<file path="config.mk">
export PLATFORM = sky130hd
export DESIGN_NAME = dsp_csr_slave
export DESIGN_NICKNAME = d
export VERILOG_FILES = /design/src/rtl/dsp_csr_slave.sv
export SDC_FILE = /design/constraint.sdc
export NUM_CORES = 1
export LEC_CHECK = 0
export CAP_MARGIN = 30
export CORE_UTILIZATION = 60
export CTS_CLUSTER_SIZE = 20
export DETAILED_ROUTE_END_ITERATION = 7
export PLACE_DENSITY_LB_ADDON = 0.3
export SLEW_MARGIN = 40
export SYNTH_ARGS = -nofsm -noshare
export SYNTH_HDL_FRONTEND = slang
export SYNTH_SLANG_ARGS = --single-unit
</file>
<file path="constraint.sdc">
create_clock -name clk_dsp -period 3.66 [get_ports clk_dsp]
set_input_delay 1.098 -clock clk_dsp [delete_from_list [all_inputs] [get_ports clk_dsp]]
set_output_delay 1.098 -clock clk_dsp [all_outputs]
set_load 0.05 [all_outputs]
</file>
<file path="src/rtl/dsp_csr_slave.sv">
// dsp_csr_slave: DSP-side Avalon-MM responder for the depth-estimation core.
// Holds the control/status register bank, generates start and soft-reset
// pulses, tracks run state, counts frames and run cycles, drives a level irq.
// Ports:
//   clk_dsp, reset_n                 clock, async active-low reset
//   avl_write_dsp, avl_chipselect_dsp  write strobe qualifiers
//   avl_address_dsp                  word address
//   avl_byteenable_dsp               byte enables (low WIDTH_DATA/8 bits used)
//   avl_writedata_dsp                write data
//   avl_readdata_dsp                 registered read data (1-cycle latency)
//   dsp_start, dsp_soft_rst          one-cycle pulses to the core
//   dsp_done                         one-cycle completion pulse from the core
//   irq                              level interrupt (IRQ_EN & DONE, registered)
module dsp_csr_slave #(
  parameter int WIDTH_ADDR = 8,
  parameter int WIDTH_DATA = 32,
  parameter int WIDTH_BE   = 8,
  parameter logic [WIDTH_DATA-1:0] ID_VALUE = 'h4445_5031
) (
  input  logic                  clk_dsp,
  input  logic                  reset_n,
  input  logic                  avl_write_dsp,
  input  logic                  avl_chipselect_dsp,
  input  logic [WIDTH_ADDR-1:0] avl_address_dsp,
  input  logic [WIDTH_BE-1:0]   avl_byteenable_dsp,
  input  logic [WIDTH_DATA-1:0] avl_writedata_dsp,
  output logic [WIDTH_DATA-1:0] avl_readdata_dsp,
  output logic                  dsp_start,
  output logic                  dsp_soft_rst,
  input  logic                  dsp_done,
  output logic                  irq
);
  localparam int NB = WIDTH_DATA / 8;
  localparam logic [WIDTH_ADDR-1:0] A_CTRL    = WIDTH_ADDR'(0);
  localparam logic [WIDTH_ADDR-1:0] A_STATUS  = WIDTH_ADDR'(1);
  localparam logic [WIDTH_ADDR-1:0] A_FRAME   = WIDTH_ADDR'(2);
  localparam logic [WIDTH_ADDR-1:0] A_CYCLE   = WIDTH_ADDR'(3);
  localparam logic [WIDTH_ADDR-1:0] A_SCRATCH = WIDTH_ADDR'(4);
  localparam logic [WIDTH_ADDR-1:0] A_ID      = WIDTH_ADDR'(5);

  typedef enum logic {IDLE = 1'b0, RUN = 1'b1} state_t;

  state_t                state_q, state_d;
  logic [WIDTH_DATA-1:0] run_cnt, cycle_cnt, frame_cnt, scratch;
  logic                  irq_en, done_f, err_f;

  // Write decode
  logic wr, ctrl_wr, stat_wr, frame_clr;
  logic start_req, srst_req;
  assign wr        = avl_write_dsp & avl_chipselect_dsp;
  assign ctrl_wr   = wr & (avl_address_dsp == A_CTRL) & avl_byteenable_dsp[0];
  assign stat_wr   = wr & (avl_address_dsp == A_STATUS) & avl_byteenable_dsp[0];
  assign frame_clr = wr & (avl_address_dsp == A_FRAME);
  // Soft reset dominates a START carried in the same write.
  assign srst_req  = ctrl_wr & avl_writedata_dsp[1];
  assign start_req = ctrl_wr & avl_writedata_dsp[0] & ~avl_writedata_dsp[1];

  // FSM: state register
  always_ff @(posedge clk_dsp or negedge reset_n) begin
    if (!reset_n) state_q <= IDLE;
    else          state_q <= state_d;
  end

  // FSM: next state
  always_comb begin
    state_d = state_q;
    case (state_q)
      IDLE: if (start_req) state_d = RUN;
      RUN:  if (dsp_done)  state_d = IDLE;
      default: state_d = IDLE;
    endcase
    if (srst_req) state_d = IDLE;
  end

  // FSM: per-cycle events
  logic start_fire, err_set, done_evt;
  always_comb begin
    start_fire = 1'b0;
    err_set    = 1'b0;
    done_evt   = 1'b0;
    case (state_q)
      IDLE: start_fire = start_req;
      RUN: begin
        err_set  = start_req;
        done_evt = dsp_done & ~srst_req;
      end
      default: ;
    endcase
  end

  // Datapath registers
  always_ff @(posedge clk_dsp or negedge reset_n) begin
    if (!reset_n) begin
      run_cnt      <= '0;
      cycle_cnt    <= '0;
      frame_cnt    <= '0;
      irq_en       <= 1'b0;
      done_f       <= 1'b0;
      err_f        <= 1'b0;
      dsp_start    <= 1'b0;
      dsp_soft_rst <= 1'b0;
      irq          <= 1'b0;
    end else begin
      dsp_start    <= start_fire;
      dsp_soft_rst <= srst_req;
      irq          <= irq_en & done_f;

      if (srst_req || start_fire)              run_cnt <= '0;
      else if (state_q == RUN && run_cnt != '1) run_cnt <= run_cnt + 1'b1;

      if (done_evt) cycle_cnt <= (run_cnt == '1) ? '1 : run_cnt + 1'b1;

      // A completion in the same cycle as a clear leaves exactly one frame.
      if (done_evt)       frame_cnt <= frame_clr ? WIDTH_DATA'(1) : frame_cnt + 1'b1;
      else if (frame_clr) frame_cnt <= '0;

      // Sticky flags: set beats write-1-to-clear.
      if (done_evt)                              done_f <= 1'b1;
      else if (stat_wr && avl_writedata_dsp[1])  done_f <= 1'b0;
      if (err_set)                               err_f  <= 1'b1;
      else if (stat_wr && avl_writedata_dsp[2])  err_f  <= 1'b0;

      if (ctrl_wr) irq_en <= avl_writedata_dsp[2];
    end
  end

  // Scratch register with per-byte enables
  logic scr_wr;
  assign scr_wr = wr & (avl_address_dsp == A_SCRATCH);
  for (genvar b = 0; b < NB; b++) begin : g_scr
    always_ff @(posedge clk_dsp or negedge reset_n) begin
      if (!reset_n)                           scratch[8*b +: 8] <= 8'h00;
      else if (scr_wr && avl_byteenable_dsp[b]) scratch[8*b +: 8] <= avl_writedata_dsp[8*b +: 8];
    end
  end

  // Read mux, registered every cycle regardless of chipselect
  logic [WIDTH_DATA-1:0] rd_mux;
  always_comb begin
    rd_mux = '0;
    case (avl_address_dsp)
      A_CTRL:    rd_mux[2] = irq_en;
      A_STATUS:  rd_mux[2:0] = {err_f, done_f, state_q == RUN};
      A_FRAME:   rd_mux = frame_cnt;
      A_CYCLE:   rd_mux = cycle_cnt;
      A_SCRATCH: rd_mux = scratch;
      A_ID:      rd_mux = ID_VALUE;
      default:   rd_mux = '0;
    endcase
  end

  always_ff @(posedge clk_dsp or negedge reset_n) begin
    if (!reset_n) avl_readdata_dsp <= '0;
    else          avl_readdata_dsp <= rd_mux;
  end
endmodule
</file>
==> impl_metrics.tcl, run 1 <==
set metrics [dict create \
    async_flop_share 1.000 \
    grt_pass1_vias 6416 \
    status "completed" \
    tns_ns 0 \
    routabilityCongestion 0.9092 \
    synthFlopType "dfrtp_1" \
    final_common_cell "dfrtp_1" \
    drc 0 \
    drt_wl_total_um 19680 \
    start_util 0.6171 \
    max_freq_ghz 0.3178 \
    dpl_worst_slack_ns 0.1753 \
    slew_headroom 0.5252 \
    final_cell_mix "167 x dfrtp_1, 82 x clkdlybuf4s50_1, 77 x nor2_1" \
    rsz0062_at_grt "false" \
    max_slew.worst_pin.slew_ns 0.7122 \
    slew_viol_final 0 \
    clkSlewWorstSetupHoldPaths_ns 0.06 \
    rows 41 \
    cts_buffer_depth 2 \
    vias 6331 \
    core-area_um2 12670 \
    fp.dieH_um 116.2 \
    arrival_ns 3.46 \
    synth-seq-cells 167 \
    ys_warn_count 0 \
    post-route-period-util 0.8597 \
    period_minus_slack_ns 3.147 \
    peakVddDrop_mv 0.3274 \
    power_frac_clock 0.450 \
    switching_share 0.2250 \
    grt_pass1_wl_um 31720 \
    root_buffer "clkbuf_16" \
    power.switching_w 0.0009005 \
    antenna_found_initial 0 \
    syn_inst 765 \
    seqPwrFrac 0.494 \
    wire_per_inst_um 19.00 \
    cts_setup_buffers 0 \
    portBuffers 83 \
    p_leak_nw 4.472 \
    finalNonFillerCells 1036 \
    track_usage 0.3142 \
    synth_cell_types 48 \
    setup_viol 0 \
    fin_skew_ns 0.006090 \
    syn-num-nets 820 \
    synth_enable_flop_cells 0 \
    drt_iter0_drc 776 \
    worstSkewPairLatency_ns 0.43 \
    cts_sinks 167 \
    dpl.hpwl_um 13650 \
    fin_ws_ns 0.5135 \
    worstSetupEndpointType "register" \
    grt_max_degree 69 \
    p_total_w 0.004002 \
    drtAntennaViolNets 0 \
    first_pass_iters 6 \
    internal-power_w 0.003101 \
    die_area_um2 13490 \
    cts_resized 0 \
    maxCapViolCount 0 \
    avgSynthCellArea_um2 10.22 \
    cts_tree "done" \
    grt_overflow 0 \
    power_frac_comb 0.055 \
    path_class "input pin to register" \
    dpl.cell_count 1004 \
    vias_per_cell 6.111 \
    path_max_fanout 8 \
    crit_required_ns 3.97 \
    p_per_area_nw_per_um2 420.5 \
    cts_hold_buffers 0 \
    n_antenna_cell 0 \
    yosysSeqAreaShare 0.5345 \
    chipWidth_um 116.2 \
    area_delta_synth_final_pct 21.73 \
    drive_gt1_frac 0.1227 \
    hold_viol 0 \
    numCtsBuffers 17 \
    startpoint_type "input pin" \
    min_path_type "register to register" \
    ioPinCount 88 \
    syn_area_um2 7819 \
    htreeDepth 4 \
    nets 906 \
]
## cells in the mapped netlist, types with 3 or more instances
cell	number	share of area
a21o_1	11	0.011
a21oi_1	62	0.040
a222oi_1	20	0.026
a22oi_1	8	0.0077
and2_1	11	0.0088
and3_1	14	0.011
and4_1	10	0.011
buf_2	20	0.013
clkbuf_1	18	0.0086
dfrtp_1	167	0.53
inv_1	40	0.019
mux2_2	36	0.052
mux2i_1	8	0.010
nand2_1	59	0.028
nand3_1	35	0.022
nand4_1	16	0.013
nor2_1	78	0.037
nor3_1	9	0.0058
nor4_1	6	0.0048
o21ai_0	34	0.022
o21bai_1	4	0.0038
o31ai_1	3	0.0029
or3_1	11	0.0088
xnor2_1	24	0.027
xor2_1	30	0.034
## stage by stage
| step | hold slack, ns | cell area, um2 | utilization |
|---|---|---|---|
| finish | 0.4914 | 9518 | 0.7512 |
| global route | 0.5169 | 9518 | 0.7512 |
| CTS | 0.4901 | 9507 | 0.7503 |
| detailed placement | 0.4705 | 8909 | 0.7031 |
| global placement | 0.4695 | 8904 | 0.7027 |
| floorplan | 0.4471 | 7819 | - |
## cell families (layout without fill, tap and decap cells)
logic type	Yosys count	in the layout	share of synthesized area
AOI/OAI and AO/OA	155	155	0.1261
xor gates and xnor gates	54	54	0.06049
adders and majority gates	2	2	0.003200
buffers and inverters	81	180	0.04321
DFF	167	167	0.5345
muxes	44	44	0.06209
and+or+nand+nor	262	262	0.1704
## layout make-up
cell class / instances / area [um2]
clock inverters: 13 / 155.1
flip-flops and latches: 167 / 4179
repair buffers: 108 / 1045
clock buffers: 19 / 442.9
multi-input cells: 517 / 3331
inverters: 40 / 150.1
fillers: 855 / 3153
well taps: 172 / 215.2
## sequential cells by signal, summed over array words and instances (netlist names)
| name | flops |
|---|---|
| avl_readdata_dsp | 32 |
| cycle_cnt | 32 |
| frame_cnt | 32 |
| run_cnt | 32 |
| scratch | 32 |
| done_f | 1 |
| dsp_soft_rst | 1 |
| dsp_start | 1 |
| err_f | 1 |
| irq | 1 |
| irq_en | 1 |
| state_q | 1 |
## power by group through the flow
stage	clock network (W)	registers [W]	logic [W]
6_report	0.00180	0.00198	0.000222
2_1_floorplan	0	0.00198	0.0000918
4_1_cts	0.00183	0.00197	0.000223
3_3_place_gp	0	0.00200	0.000211
5_1_grt	0.00190	0.00198	0.000248
3_5_place_dp	0	0.00201	0.000221
## per-layer routing
| layer | GRT usage | wire length [um] | up-vias |
|---|---|---|---|
| met4 | 0.1256 | 532 | 0 |
| li1 | - | - | 2874 |
| met5 | 0 | 0 | - |
| met2 | 0.5028 | 9433 | 290 |
| met3 | 0.07992 | 1564 | 56 |
| met1 | 0.4134 | 8148 | 3111 |
## final timing paths
path	from	to	slack [ns]	cells past startpoint
max in group asynchronous	reset_n	run_cnt[2]	2.18	2
hold / removal	cycle_cnt[26]	cycle_cnt[26]	0.49	2
min in group asynchronous	reset_n	scratch[28]	0.68	1
setup / recovery	avl_address_dsp[4]	scratch[22]	0.51	7
hold reg to reg	cycle_cnt[26]	cycle_cnt[26]	0.49	2
setup reg to reg	run_cnt[0]	run_cnt[31]	1.03	9
## critical path, stage by stage
cell and delay, ns:
clkdlybuf4s50_1 0.44, nor4_2 0.33, nand2_1 0.19, nor3b_4 0.26, and3_1 0.38, nand2_1 0.36, mux2_2 0.38
Note: power is estimated with default switching activity, not from simulation.
==> run 2, diff against run 1 <==
--- a/config.mk
+++ b/config.mk
@@ -7,6 +7,7 @@
 export LEC_CHECK = 0
 export CAP_MARGIN = 30
 export CORE_UTILIZATION = 60
+export CTS_CLUSTER_DIAMETER = 200
 export CTS_CLUSTER_SIZE = 20
 export DETAILED_ROUTE_END_ITERATION = 7
 export PLACE_DENSITY_LB_ADDON = 0.3
==> results of run 2 <==
Final layout, timing and power as in run 1 (identical DEF).
==> run 3, diff against run 2 <==
--- a/config.mk
+++ b/config.mk
@@ -11,6 +11,7 @@
 export CTS_CLUSTER_SIZE = 20
 export DETAILED_ROUTE_END_ITERATION = 7
 export PLACE_DENSITY_LB_ADDON = 0.3
+export REMOVE_ABC_BUFFERS = 1
 export SLEW_MARGIN = 40
 export SYNTH_ARGS = -nofsm -noshare
 export SYNTH_HDL_FRONTEND = slang
==> impl_metrics.tcl, run 3 (synthesis results as in run 1) <==
set metrics [dict create \
    hold_viol 0 \
    switching_share 0.2316 \
    power_frac_comb 0.055 \
    drive_gt1_frac 0.1153 \
    core-area_um2 12670 \
    cts_setup_buffers 0 \
    start_util 0.6171 \
    cts_tree "done" \
    n_antenna_cell 0 \
    htreeDepth 4 \
    worstSetupEndpointType "register" \
    seqPwrFrac 0.506 \
    chipWidth_um 116.2 \
    startpoint_type "input pin" \
    vias_per_cell 6.138 \
    drt_wl_total_um 19060 \
    worst_path_most_repeated_cell "nor2_1" \
    drc 0 \
    p_leak_nw 4.434 \
    wire_per_inst_um 18.48 \
    grt_pass1_wl_um 30570 \
    post-route-period-util 0.8396 \
    portBuffers 83 \
    vias 6328 \
    min_path_type "register to register" \
    critical_path.cell_chain "clkdlybuf4s50_1, nor4_1, and2_1, nand2_1, or2_2, nor2_1, buf_12, nor2_1" \
    cts_sinks 167 \
    nFillCells 855 \
    internal-power_w 0.003012 \
    routabilityCongestion 0.9089 \
    setup_viol 0 \
    drt_iter0_drc 675 \
    clkSlewWorstSetupHoldPaths_ns 0.06 \
    rows 41 \
    grt_pass1_vias 6074 \
    numCtsBuffers 17 \
    arrival_ns 3.38 \
    ioPinCount 88 \
    track_usage 0.3018 \
    cts_hold_buffers 0 \
    rsz0062_at_grt "false" \
    slew_viol_final 0 \
    maxCapViolCount 0 \
    cts_resized 0 \
    die_area_um2 13490 \
    path_class "input pin to register" \
    worstSkewPairLatency_ns 0.43 \
    grt_overflow 0 \
    hold_ws_ns 0.4901 \
    nets 902 \
    max_stage_delay_ns 0.43 \
    cts_buffer_depth 2 \
    first_pass_iters 5 \
    antenna_found_initial 0 \
    status "completed" \
    slew_headroom 0.5318 \
    final_cell_mix "167 x dfrtp_1, 82 x clkdlybuf4s50_1, 77 x nor2_1" \
    power.switching_w 0.0009079 \
    power_frac_clock 0.439 \
    final_common_cell "dfrtp_1" \
    critPathBufInv 2 \
    max_freq_ghz 0.3254 \
    max_slew.worst_pin.slew_ns 0.7023 \
    dpl.hpwl_um 13340 \
    path_max_fanout 27 \
    slowest_stage "clkdlybuf4s50_1" \
    critPathTopFamily "simple AND/OR/NAND/NOR gates" \
    fin_skew_ns 0.007336 \
    fp.dieH_um 116.2 \
    root_buffer "clkbuf_16" \
    peakVddDrop_mv 0.3196 \
    tns_ns 0 \
    p_per_area_nw_per_um2 414.4 \
    drtAntennaViolNets 0 \
    crit_required_ns 3.97 \
    period_minus_slack_ns 3.073 \
    grt_max_degree 71 \
    area_delta_synth_final_pct 20.98 \
]
-- run 3: layer usage --
layer	wire length, um	share of wire	up-vias	track usage
met3	1519	0.080	31	0.07732
met1	7753	0.41	3163	0.4002
met5	0	0	-	0
met2	9520	0.50	270	0.4905
met4	264	0.014	0	0.09402
li1	-	-	2864	-
-- run 3: layout make-up --
type | instances | area [um2] | area share
Clock buffer | 19 | 432.9 | 0.04577
Clock inverter | 12 | 128.9 | 0.01362
Inverter | 40 | 150.1 | 0.01587
Multi-Input combinational cell | 517 | 3326 | 0.3516
Sequential cell | 167 | 4179 | 0.4418
Tap cell | 172 | 215.2 | 0.02275
Timing Repair Buffer | 104 | 1027 | 0.1086
-- run 3: worst paths after layout --
check	cells past startpoint	from	slack, ns	to
worst max-delay path	8	avl_address_dsp[4]	0.59	frame_cnt[17]
worst min-delay path	2	scratch[4]	0.49	avl_readdata_dsp[4]
worst max register to register	9	run_cnt[0]	0.99	run_cnt[12]
worst min register to register	2	scratch[4]	0.49	avl_readdata_dsp[4]
max in group asynchronous	2	reset_n	2.09	dsp_start
min in group asynchronous	1	reset_n	0.64	scratch[6]
-- run 3: worst min-delay path: cells and delay by family (launching register included) --
kind               cells  cell delay, ns
and+or+nand+nor        1            0.05
DFF                    1            0.34
AOI/OAI and AO/OA      1            0.06
-- run 3: power groups by stage --
stage	registers [W]	logic, W	clock network (W)
3_3_place_gp	0.00201	0.000206	0
6_report	0.00198	0.000217	0.00172
4_1_cts	0.00198	0.000220	0.00173
5_1_grt	0.00199	0.000244	0.00182
3_5_place_dp	0.00201	0.000216	0
2_1_floorplan	0.00198	0.0000889	0
-- run 3: through the flow --
step | power [W] | instances | worst slack (ns) | instance area, um2 | utilization
CTS | 0.003928 | 1031 | 0.6549 | 9448 | 0.7456
global route | 0.004046 | 1031 | 0.4552 | 9459 | 0.7465
floorplan | 0.002074 | 724 | 0.06340 | 7631 | -
detailed placement | 0.002228 | 1000 | 0.2100 | 8886 | 0.7013
global placement | 0.002212 | 1000 | 0.2617 | 8886 | 0.7013
finish | 0.003920 | 1031 | 0.5870 | 9459 | 0.7465
